$ cat config.mk
export PLATFORM = sky130hd
export DESIGN_NAME = biquad_iir_mc_flat
export DESIGN_NICKNAME = d
export VERILOG_FILES = /design/src/rtl/biquad_iir_mc_if.sv /design/src/rtl/biquad_iir_mc.sv /design/src/flat_wrapper.sv
export SDC_FILE = /design/constraint.sdc
export NUM_CORES = 2
export LEC_CHECK = 0
export ABC_AREA = 1
export CAP_MARGIN = 20
export CORE_ASPECT_RATIO = 0.75
export CORE_MARGIN = 5
export CORE_UTILIZATION = 59
export CTS_BUF_LIST = sky130_fd_sc_hd__clkbuf_4 sky130_fd_sc_hd__clkbuf_8
export DETAILED_ROUTE_END_ITERATION = 6
export PLACE_DENSITY = 0.79
export SYNTH_ARGS = -nofsm -noshare
export SYNTH_HDL_FRONTEND = slang
export SYNTH_SLANG_ARGS = --single-unit
$ cat constraint.sdc
create_clock -name clk -period 7.8 [get_ports clk]
set_input_delay 2.34 -clock clk [delete_from_list [all_inputs] [get_ports clk]]
set_output_delay 2.34 -clock clk [all_outputs]
set_load 0.05 [all_outputs]
$ cat src/rtl/biquad_iir_mc_if.sv
// biquad_iir_mc_if: sample, coefficient and result signals of the multi-channel biquad
interface biquad_iir_mc_if #(parameter int W = 25, parameter int NCH = 4);
  localparam int CHW = $clog2(NCH);
  logic in_valid, in_ready, coef_we, out_valid, sat;
  logic [CHW-1:0] in_ch, out_ch;
  logic signed [W-1:0] u, coef_data, y;
  logic [2:0] coef_addr;
  modport master (output in_valid, in_ch, u, coef_we, coef_addr, coef_data,
                  input in_ready, out_valid, out_ch, y, sat);
  modport slave (input in_valid, in_ch, u, coef_we, coef_addr, coef_data,
                 output in_ready, out_valid, out_ch, y, sat);
endinterface

$ cat src/rtl/biquad_iir_mc.sv
// biquad_iir_mc: time-multiplexed multi-channel direct-form-II biquad with one shared MAC
// BIQUAD_SAT_EN selects saturating accumulator and quantiser instead of wrap-around.
module biquad_iir_mc #(parameter int W = 25, parameter int FRAC = 12, parameter int NCH = 4) (
  input logic clk,
  input logic rst,
  input logic enable,
  biquad_iir_mc_if.slave b
);
  localparam int CHW = $clog2(NCH);
  localparam int AW = 2*W+3;
  typedef enum logic [2:0] {IDLE, A1, A2, SW, B0, B1, B2, SOUT} state_t;
  state_t st, st_n;
  logic signed [W-1:0] shd [5], act [5], shd_n [5];
  logic signed [W-1:0] w1 [NCH], w2 [NCH];
  logic signed [W-1:0] w_reg, cf, op, q;
  logic signed [AW-1:0] acc, acc_n;
  logic signed [2*W-1:0] prod;
  logic [CHW-1:0] ch;
  logic accept;
`ifdef BIQUAD_SAT_EN
  logic signed [AW:0] sum;
  logic signed [AW-1:0] sh;
  logic qs, w_sat;
`endif
  assign b.in_ready = enable & (st == IDLE);
  assign accept = b.in_valid & b.in_ready;
  always_comb begin
    st_n = st == IDLE ? (accept ? A1 : IDLE) : st == SOUT ? IDLE : state_t'(st + 3'd1);
    cf = st == A1 ? act[3] : st == A2 ? act[4] : st == B0 ? act[0] : st == B1 ? act[1] : act[2];
    op = (st == A1 || st == B1) ? w1[ch] : (st == A2 || st == B2) ? w2[ch] : w_reg;
    prod = cf * op;
    for (int i = 0; i < 5; i++)
      shd_n[i] = (enable && b.coef_we && b.coef_addr == 3'(i)) ? b.coef_data : shd[i];
`ifdef BIQUAD_SAT_EN
    sum = acc + prod;
    acc_n = sum[AW] != sum[AW-1] ? (sum[AW] ? {1'b1, {(AW-1){1'b0}}} : {1'b0, {(AW-1){1'b1}}}) : sum[AW-1:0];
    sh = acc >>> FRAC;
    // overflow when the bits above the W-bit sign position disagree
    qs = !(&sh[AW-1:W-1]) && (|sh[AW-1:W-1]);
    q = qs ? (sh[AW-1] ? {1'b1, {(W-1){1'b0}}} : {1'b0, {(W-1){1'b1}}}) : sh[W-1:0];
`else
    acc_n = acc + prod;
    q = acc[W-1+FRAC:FRAC];
`endif
  end
  always_ff @(posedge clk) begin
    b.out_valid <= !rst && enable && st == SOUT;
    if (rst) begin
      st <= IDLE;
      acc <= '0;
      w_reg <= '0;
      ch <= '0;
      b.y <= '0;
      b.out_ch <= '0;
      b.sat <= 1'b0;
`ifdef BIQUAD_SAT_EN
      w_sat <= 1'b0;
`endif
      for (int i = 0; i < 5; i++) begin
        shd[i] <= i == 0 ? W'(1 << FRAC) : '0;
        act[i] <= i == 0 ? W'(1 << FRAC) : '0;
      end
      for (int i = 0; i < NCH; i++) begin
        w1[i] <= '0;
        w2[i] <= '0;
      end
    end else if (enable) begin
      st <= st_n;
      shd <= shd_n;
      if (accept) begin
        act <= shd_n;
        ch <= b.in_ch;
        acc <= AW'(b.u) <<< FRAC;
      end else if (st == SW) begin
        w_reg <= q;
        acc <= '0;
`ifdef BIQUAD_SAT_EN
        w_sat <= qs;
`endif
      end else if (st == SOUT) begin
        b.y <= q;
        b.out_ch <= ch;
`ifdef BIQUAD_SAT_EN
        b.sat <= w_sat | qs;
`endif
        w1[ch] <= w_reg;
        w2[ch] <= w1[ch];
      end else if (st != IDLE) acc <= acc_n;
    end
  end
endmodule

$ cat src/flat_wrapper.sv
// flat-port wrapper written by rule: the top's interface ports become plain ports
module biquad_iir_mc_flat 
#(parameter int W = 25, parameter int FRAC = 12, parameter int NCH = 4)
  (clk, rst, enable, b_in_valid, b_in_ch, b_u, b_coef_we, b_coef_addr, b_coef_data, b_in_ready, b_out_valid, b_out_ch, b_y, b_sat);
  biquad_iir_mc_if #(.W(W), .NCH(NCH)) b_i ();
  input logic clk;
  input logic rst;
  input logic enable;
  input wire logic [$bits(b_i.in_valid)-1:0] b_in_valid;
  input wire logic [$bits(b_i.in_ch)-1:0] b_in_ch;
  input wire logic [$bits(b_i.u)-1:0] b_u;
  input wire logic [$bits(b_i.coef_we)-1:0] b_coef_we;
  input wire logic [$bits(b_i.coef_addr)-1:0] b_coef_addr;
  input wire logic [$bits(b_i.coef_data)-1:0] b_coef_data;
  output wire logic [$bits(b_i.in_ready)-1:0] b_in_ready;
  output wire logic [$bits(b_i.out_valid)-1:0] b_out_valid;
  output wire logic [$bits(b_i.out_ch)-1:0] b_out_ch;
  output wire logic [$bits(b_i.y)-1:0] b_y;
  output wire logic [$bits(b_i.sat)-1:0] b_sat;
  assign b_i.in_valid = b_in_valid;
  assign b_i.in_ch = b_in_ch;
  assign b_i.u = b_u;
  assign b_i.coef_we = b_coef_we;
  assign b_i.coef_addr = b_coef_addr;
  assign b_i.coef_data = b_coef_data;
  assign b_in_ready = b_i.in_ready;
  assign b_out_valid = b_i.out_valid;
  assign b_out_ch = b_i.out_ch;
  assign b_y = b_i.y;
  assign b_sat = b_i.sat;
  biquad_iir_mc #(.W(W), .FRAC(FRAC), .NCH(NCH)) u_core (.clk(clk), .rst(rst), .enable(enable), .b(b_i));
endmodule
== After elaboration in Yosys (flattened, before gate mapping) ==
Memories as Yosys holds them, arrays and structs flattened. A register that Yosys moved wholly into a read port is not among the register bits.
Index checks and enable logic that the tools add are counted.

* Mux-type cells: 36
* Bitwise operators: 4
* Reductions and logical operators: 21
* $add $sub $neg: 2
* Equality and inequality tests: 12
* $mul: 1

{| class="wikitable"
|+ Operator list
! cell !! number
|-
| 25-bit two-way mux || 13
|-
| 53-bit two-way mux || 4
|-
| 53-bit by 50-bit adder with 53-bit output || 1
|-
| 25-bit by 25-bit multiplier with 50-bit output || 1
|-
| 25-bit OR reduction || 2
|-
| 3-bit == test (second input constant) || 5
|-
| 3-bit by 2-bit == test with 1-bit output (second input constant) || 4
|-
| 2-bit two-way mux || 6
|-
| 1-bit two-way mux || 11
|-
| 1-bit logical AND || 8
|-
| 3-bit by 1-bit == test with 1-bit output (second input constant) || 2
|-
| 3-bit zero test || 2
|-
| 3-bit two-way mux || 2
|-
| 3-bit AND reduction || 2
|-
| 3-bit nonzero test || 2
|-
| 4-bit AND reduction || 1
|-
| 3-bit by 1-bit adder with 3-bit output (second input constant) || 1
|-
| 3-bit by 2-bit inequality test with 1-bit output (second input constant) || 1
|-
| 1-bit AND || 2
|-
| 1-bit logical OR || 2
|-
| 1-bit NOT || 2
|-
| 2-bit AND reduction || 1
|-
| 1-bit zero test || 1
|}

* Memories kept: 2
* Register bits after elaboration: 361
* Output and inout port bits: 30
* RAM bits: 200
* Word-level logic and storage cells: 95
* Bits of input ports: 60

{| class="wikitable"
|+ Memory list
! name !! words !! width !! read ports !! clocked after memory_dff !! write ports !! line !! RTL
|-
| u_core.w1 || 4 || 25 || 1 || 1 || 4 || biquad_iir_mc.sv:14 || <nowiki>logic signed [W-1:0] w1 [NCH], w2 [NCH];</nowiki>
|-
| u_core.w2 || 4 || 25 || 1 || 1 || 4 || biquad_iir_mc.sv:14 ||
|}

== Depth between registers and ports, before layout ==
* Word-level depth: 11
* Mapped depth: 45
* Gate-level depth less buffers: 42

== Least setup slack after synthesis ==
OpenSTA, ideal clock, no wires.

* Kind: reg2reg
* From: register u_core.st[0]
* To: register u_core.acc[36]
* Arrival time: 7363 ps
* Data required time: 7669 ps
* Library setup time: 131 ps
* Stages on the path, launching flop included: 39
* Buffers on the path: 4
* Setup slack: 306 ps
* Cells stage by stage: dfxtp_1 > inv_1 > ha_1 > buf_4 > nand2_4 > clkbuf_1 > buf_1 > nand2_1 > a22oi_1 > clkbuf_1 > nand2_1 > fa_1 > fa_1 > inv_1 > fa_1 > inv_1 > fa_1 > inv_1 > [... 3 more ...] > fa_1 > inv_1 > ha_1 > nand2_1 > nor2_1 > inv_1 > nor2_1 > nand3_1 > nand3_1 > nand2_1 > o211ai_1 > nand2_1 > nand3_1 > nand2_1 > nand2_1 > nand3_1 > nand3_1 > a21oi_2

* Cells in the longest elaborated chain, start to end: 11
* Elaborated cells on any way between the ends: 28
* Classes of those cells: add/sub: 1; mul: 1; eq/ne: 8; mux: 10; bitwise: 2; reduce/logical: 6

{| class="wikitable"
|+ RTL lines
! what !! line !! RTL
|-
| start: declaration || biquad_iir_mc.sv:12 || <nowiki>state_t st, st_n;</nowiki>
|-
| start signal: assignment || biquad_iir_mc.sv:68 || <nowiki>st <= st_n;</nowiki>
|-
| 3-bit == test || biquad_iir_mc.sv:29, biquad_iir_mc.sv:30 ||
|-
| 25-bit two-way mux (4 in a row) || biquad_iir_mc.sv:29 || <nowiki>cf = st == A1 ? act[3] : st == A2 ? act[4] : st == B0 ? act[0] : st == B1 ? act[1] : act[2];</nowiki>
|-
| 25-bit by 25-bit multiplier with 50-bit output || biquad_iir_mc.sv:31 || <nowiki>prod = cf * op;</nowiki>
|-
| 53-bit by 50-bit adder with 53-bit output || biquad_iir_mc.sv:42 || <nowiki>acc_n = acc + prod;</nowiki>
|-
| 53-bit two-way mux || biquad_iir_mc.sv:88 || <nowiki>end else if (st != IDLE) acc <= acc_n;</nowiki>
|-
| 53-bit two-way mux || biquad_iir_mc.sv:80 || <nowiki>end else if (st == SOUT) begin</nowiki>
|-
| 53-bit two-way mux || biquad_iir_mc.sv:74 || <nowiki>end else if (st == SW) begin</nowiki>
|-
| 53-bit two-way mux || biquad_iir_mc.sv:70 || <nowiki>if (accept) begin</nowiki>
|-
| end signal: assignment || biquad_iir_mc.sv:73 || <nowiki>acc <= AW'(b.u) <<< FRAC;</nowiki>
|-
| end signal: assignment || biquad_iir_mc.sv:88 ||
|-
| end: declaration || biquad_iir_mc.sv:16 || <nowiki>logic signed [AW-1:0] acc, acc_n;</nowiki>
|}

Several ways; a longest one is shown, not always the timed one. The select of a mux whose other input is x is not followed.
A chain may end at the register's enable or synchronous reset.

== Final worst setup path ==
* From: register u_core.st[0]
* To: register u_core.acc[35]

The elaborated chain is that of the path after synthesis.

==> impl_metrics.yaml <==
status:
  outcome: "complete, no violations"
clock_network:
  clock_tree.root_cell: "clkbuf_8"
  clock_tree_from_tritoncts: "done"
  clock_buffer_count_from_cts: 81
  clock_sinks: 547
  cts.path.max_buffers: 3
  worst_setup_hold_path_clk_slew_ns: 0.06
  cts.hold.buffers_added: 0
  h-tree-depth: 3
  clk_latency_ns: 0.71
sta:
  finalCritPeriodShare_pct: 98.0
  worst-slew-pin-transition_ns: 1.10
  setup_viol: 0
  fmax_mhz: 131
  final.setup.worst_slack_ns: 0.156
  max_slew_margin_pct: 27.0
  timing_hold_violations_final: 0
  grt_setup_unrepaired: "yes"
  timing.final.crit_period_ns: 7.64
  totalNegativeSetupSlack_ns: 0
  final-max-slew-violation-count: 0
  skew_ns: 0.0490
worst_hold_path:
  min-delay-path-class: "flip-flop to flip-flop"
  hold_depth: 2
yosys:
  ys_types: 57
  post-synth-top-area-fraction_pct: 24.8
  netlist_instances: 5028
  syn_area_per_cell_sq_um: 8.44
  mappedNetlistArea_sq_um: 42400
  ys.flop_type: "dfxtp_1"
  ys_top_cells_by_area: "fa_1 (25%), dfxtp_1 (16%), edfxtp_1 (14%), inv_1 (9.3%), nand2_1 (8.8%)"
  synth_seq_area_share_pct: 30.5
  async_reset_ff_share_pct: 0
  synth.largest_area_cell: "fa_1"
  synthesis.nets: 5761
  synth_most_common_cell: "inv_1"
  synth-seq-cells: 547
  yosysWarnings: 0
  post_synth_most_frequent_cells: "inv_1 (1050), nand2_1 (995), nor2_1 (596)"
  synth-edff-count: 200
power:
  power_density_nw_per_um2: 305
  irDropWorstVdd_mv: 0.403
  power.leakage_nw: 23.7
cells_and_area:
  biggestRegsByFlops: "u_core.act x125, u_core.shd x125"
  drive_gt1_share_pct: 10.5
  final_design_area_no_fill_sq_um: 48100
  final_net_count: 5930
  utilization_pct: 67.4
  filler_cell_count: 5712
  finalNonFillerCells: 6218
  flow.area_growth_from_synthesis_pct: 13.5
die:
  floorplan.initialDensity_pct: 59.3
  floorplan.rows: 85
  ports: 90
  core_sq_um: 71500
  die_area_sq_um: 77400
  dieWidth_um: 320
  floorplan.die.height_um: 242
global_route:
  gr-max-usage-layer: "met2"
  grt_antenna_before_repair: 1
  groute.layer.met1.usage_pct: 43.1
  grt.total_usage_pct: 32.4
  grt-ovfl-total: 0
  maximum_number_of_pins_on_one_net_before_global_route_repair: 220
  grt_use_met2_pct: 49.7
  grt_use_met3_pct: 11.3
  grt_pass1_vias: 34809
  grt_pass1_wl_mm: 196
route:
  drt-initial-drc-count: 3648
  route.final.wire_length_mm: 128
  viasPerCell: 5.60
  antenna_left: 0
  drt_pass1_iterations: 5
  wl_per_cell_um: 20.7
  via_count_of_the_routed_design: 34832
  drt_drc_violations_left: 0
setup_path:
  critical_path.slowest_cell: "fa_1"
  timing.critical_path.depth: 33
  critical_path.endpoint_type: "flip-flop"
  worst_reg_to_reg_path_cell_count: 33
  timing.setup.critical_path_class: "flip-flop to flip-flop"
  path_max_fanout: 18
  path_delay_family: "adder cells"
  startpoint_type: "flip-flop"
  worstPathRequired_ns: 8.34
  path_buf_inv: 12
  cp_data_arrival_time_ns: 8.19
  peak_per_stage_delay_on_the_critical_path_ns: 0.56
flow_run:
  timing.max_cap.violations: 0
placed_design:
  post_dp_cell_area_sq_um: 45500
  port_buffers: 88
  dpl.cell_count: 6030
  place_worst_setup_slack_ns: -0.151
  globalplace.congestion: 1.01
  hpwl_mm: 93.1
timing repair:
action                                  CTS  global route
pin swaps                                 2            29
cloned                                    1             4
endpoints found under the setup margin    8            18
buffers inserted                          5            30
resized for setup                        16           116
worst reg2reg max path: cells and delay by family, from the launching register on:
family | cells | cell delay (ns)
compound gates | 9 | 1.15
fa+ha+maj | 9 | 4.19
buf+inv | 12 | 1.34
flops | 1 | 0.37
simple gates | 3 | 0.46
power breakdown:
group | internal, mW | switching (mW) | total (mW)
registers | 3.10 | 0.174 | 3.27
logic | 3.46 | 5.48 | 8.95
clock network | 1.29 | 1.16 | 2.46
total | 7.85 | 6.82 | 14.7
placed cells by master (no fill, tap or decap), types with 9 or more instances in the layout:
cell type	count
clkinv_1	14
o211ai_1	150
ha_1	135
or2_2	9
nand3_1	106
nand2_1	982
inv_2	14
mux2i_1	125
a21oi_1	150
edfxtp_1	200
o21ai_1	28
clkdlybuf4s50_1	87
nor2_2	14
nor2_1	580
inv_1	1035
clkinvlp_4	17
o221ai_1	9
nand2_2	26
clkbuf_8	92
xnor2_1	9
ha_4	10
a31oi_1	21
clkbuf_4	27
o21ai_0	130
fa_1	522
buf_12	45
xor2_1	11
a21oi_2	16
buf_4	187
dfxtp_1	343
area by class of cell:
cell class | instances | area (sq um) | share of cell area (%)
Sequential cell | 547 | 13000 | 26.9
Timing Repair Buffer | 335 | 3440 | 7.14
Timing Repair inverter | 1 | 7.51 | 0.0156
Tap cell | 957 | 1200 | 2.49
Inverter | 1078 | 4130 | 8.59
Multi-Input combinational cell | 3153 | 24700 | 51.3
Antenna cell | 1 | 2.50 | 0.00520
Clock inverter | 27 | 226 | 0.470
Clock buffer | 119 | 1470 | 3.05
layer usage:
layer | routed length [um] | up-vias
met5 | 0 | -
met4 | 4990 | 0
met3 | 16200 | 279
met2 | 57400 | 1846
met1 | 49800 | 17032
li1 | - | 15675
metrics by stage:
stage,power (mW),hold WS [ns]
after global routing,15.7,0.466
final,14.7,0.447
after global placement,11.3,0.434
after detailed placement,11.4,0.439
after floorplan,8.21,0.428
after CTS,13.9,0.450
path summary, 6_finish.rpt:
check	startpoint	end	slack, ns
setup / recovery	u_core.st[0]	u_core.acc[35]	0.16
hold / removal	u_core.b.y[10]	u_core.b.y[10]	0.45
hold reg to reg	u_core.b.y[10]	u_core.b.y[10]	0.45
setup reg to reg	u_core.st[0]	u_core.acc[35]	0.16
cells by family (layout without fill, tap and decap cells):
logic type / Yosys count / after routing / synth area share [%]
AO/OA/AOI/OAI: 573 / 573 / 8.42
buffers and inverters: 1328 / 1560 / 12.2
XOR/XNOR: 20 / 20 / 0.413
AND/OR/NAND/NOR: 1761 / 1761 / 16.3
multiplexers: 125 / 125 / 2.95
flip-flops: 547 / 547 / 30.5
adder cells (fa/ha/maj): 673 / 673 / 29.1
other: 1 / 2 / 0.00884
(Power assumes the default switching activity.)
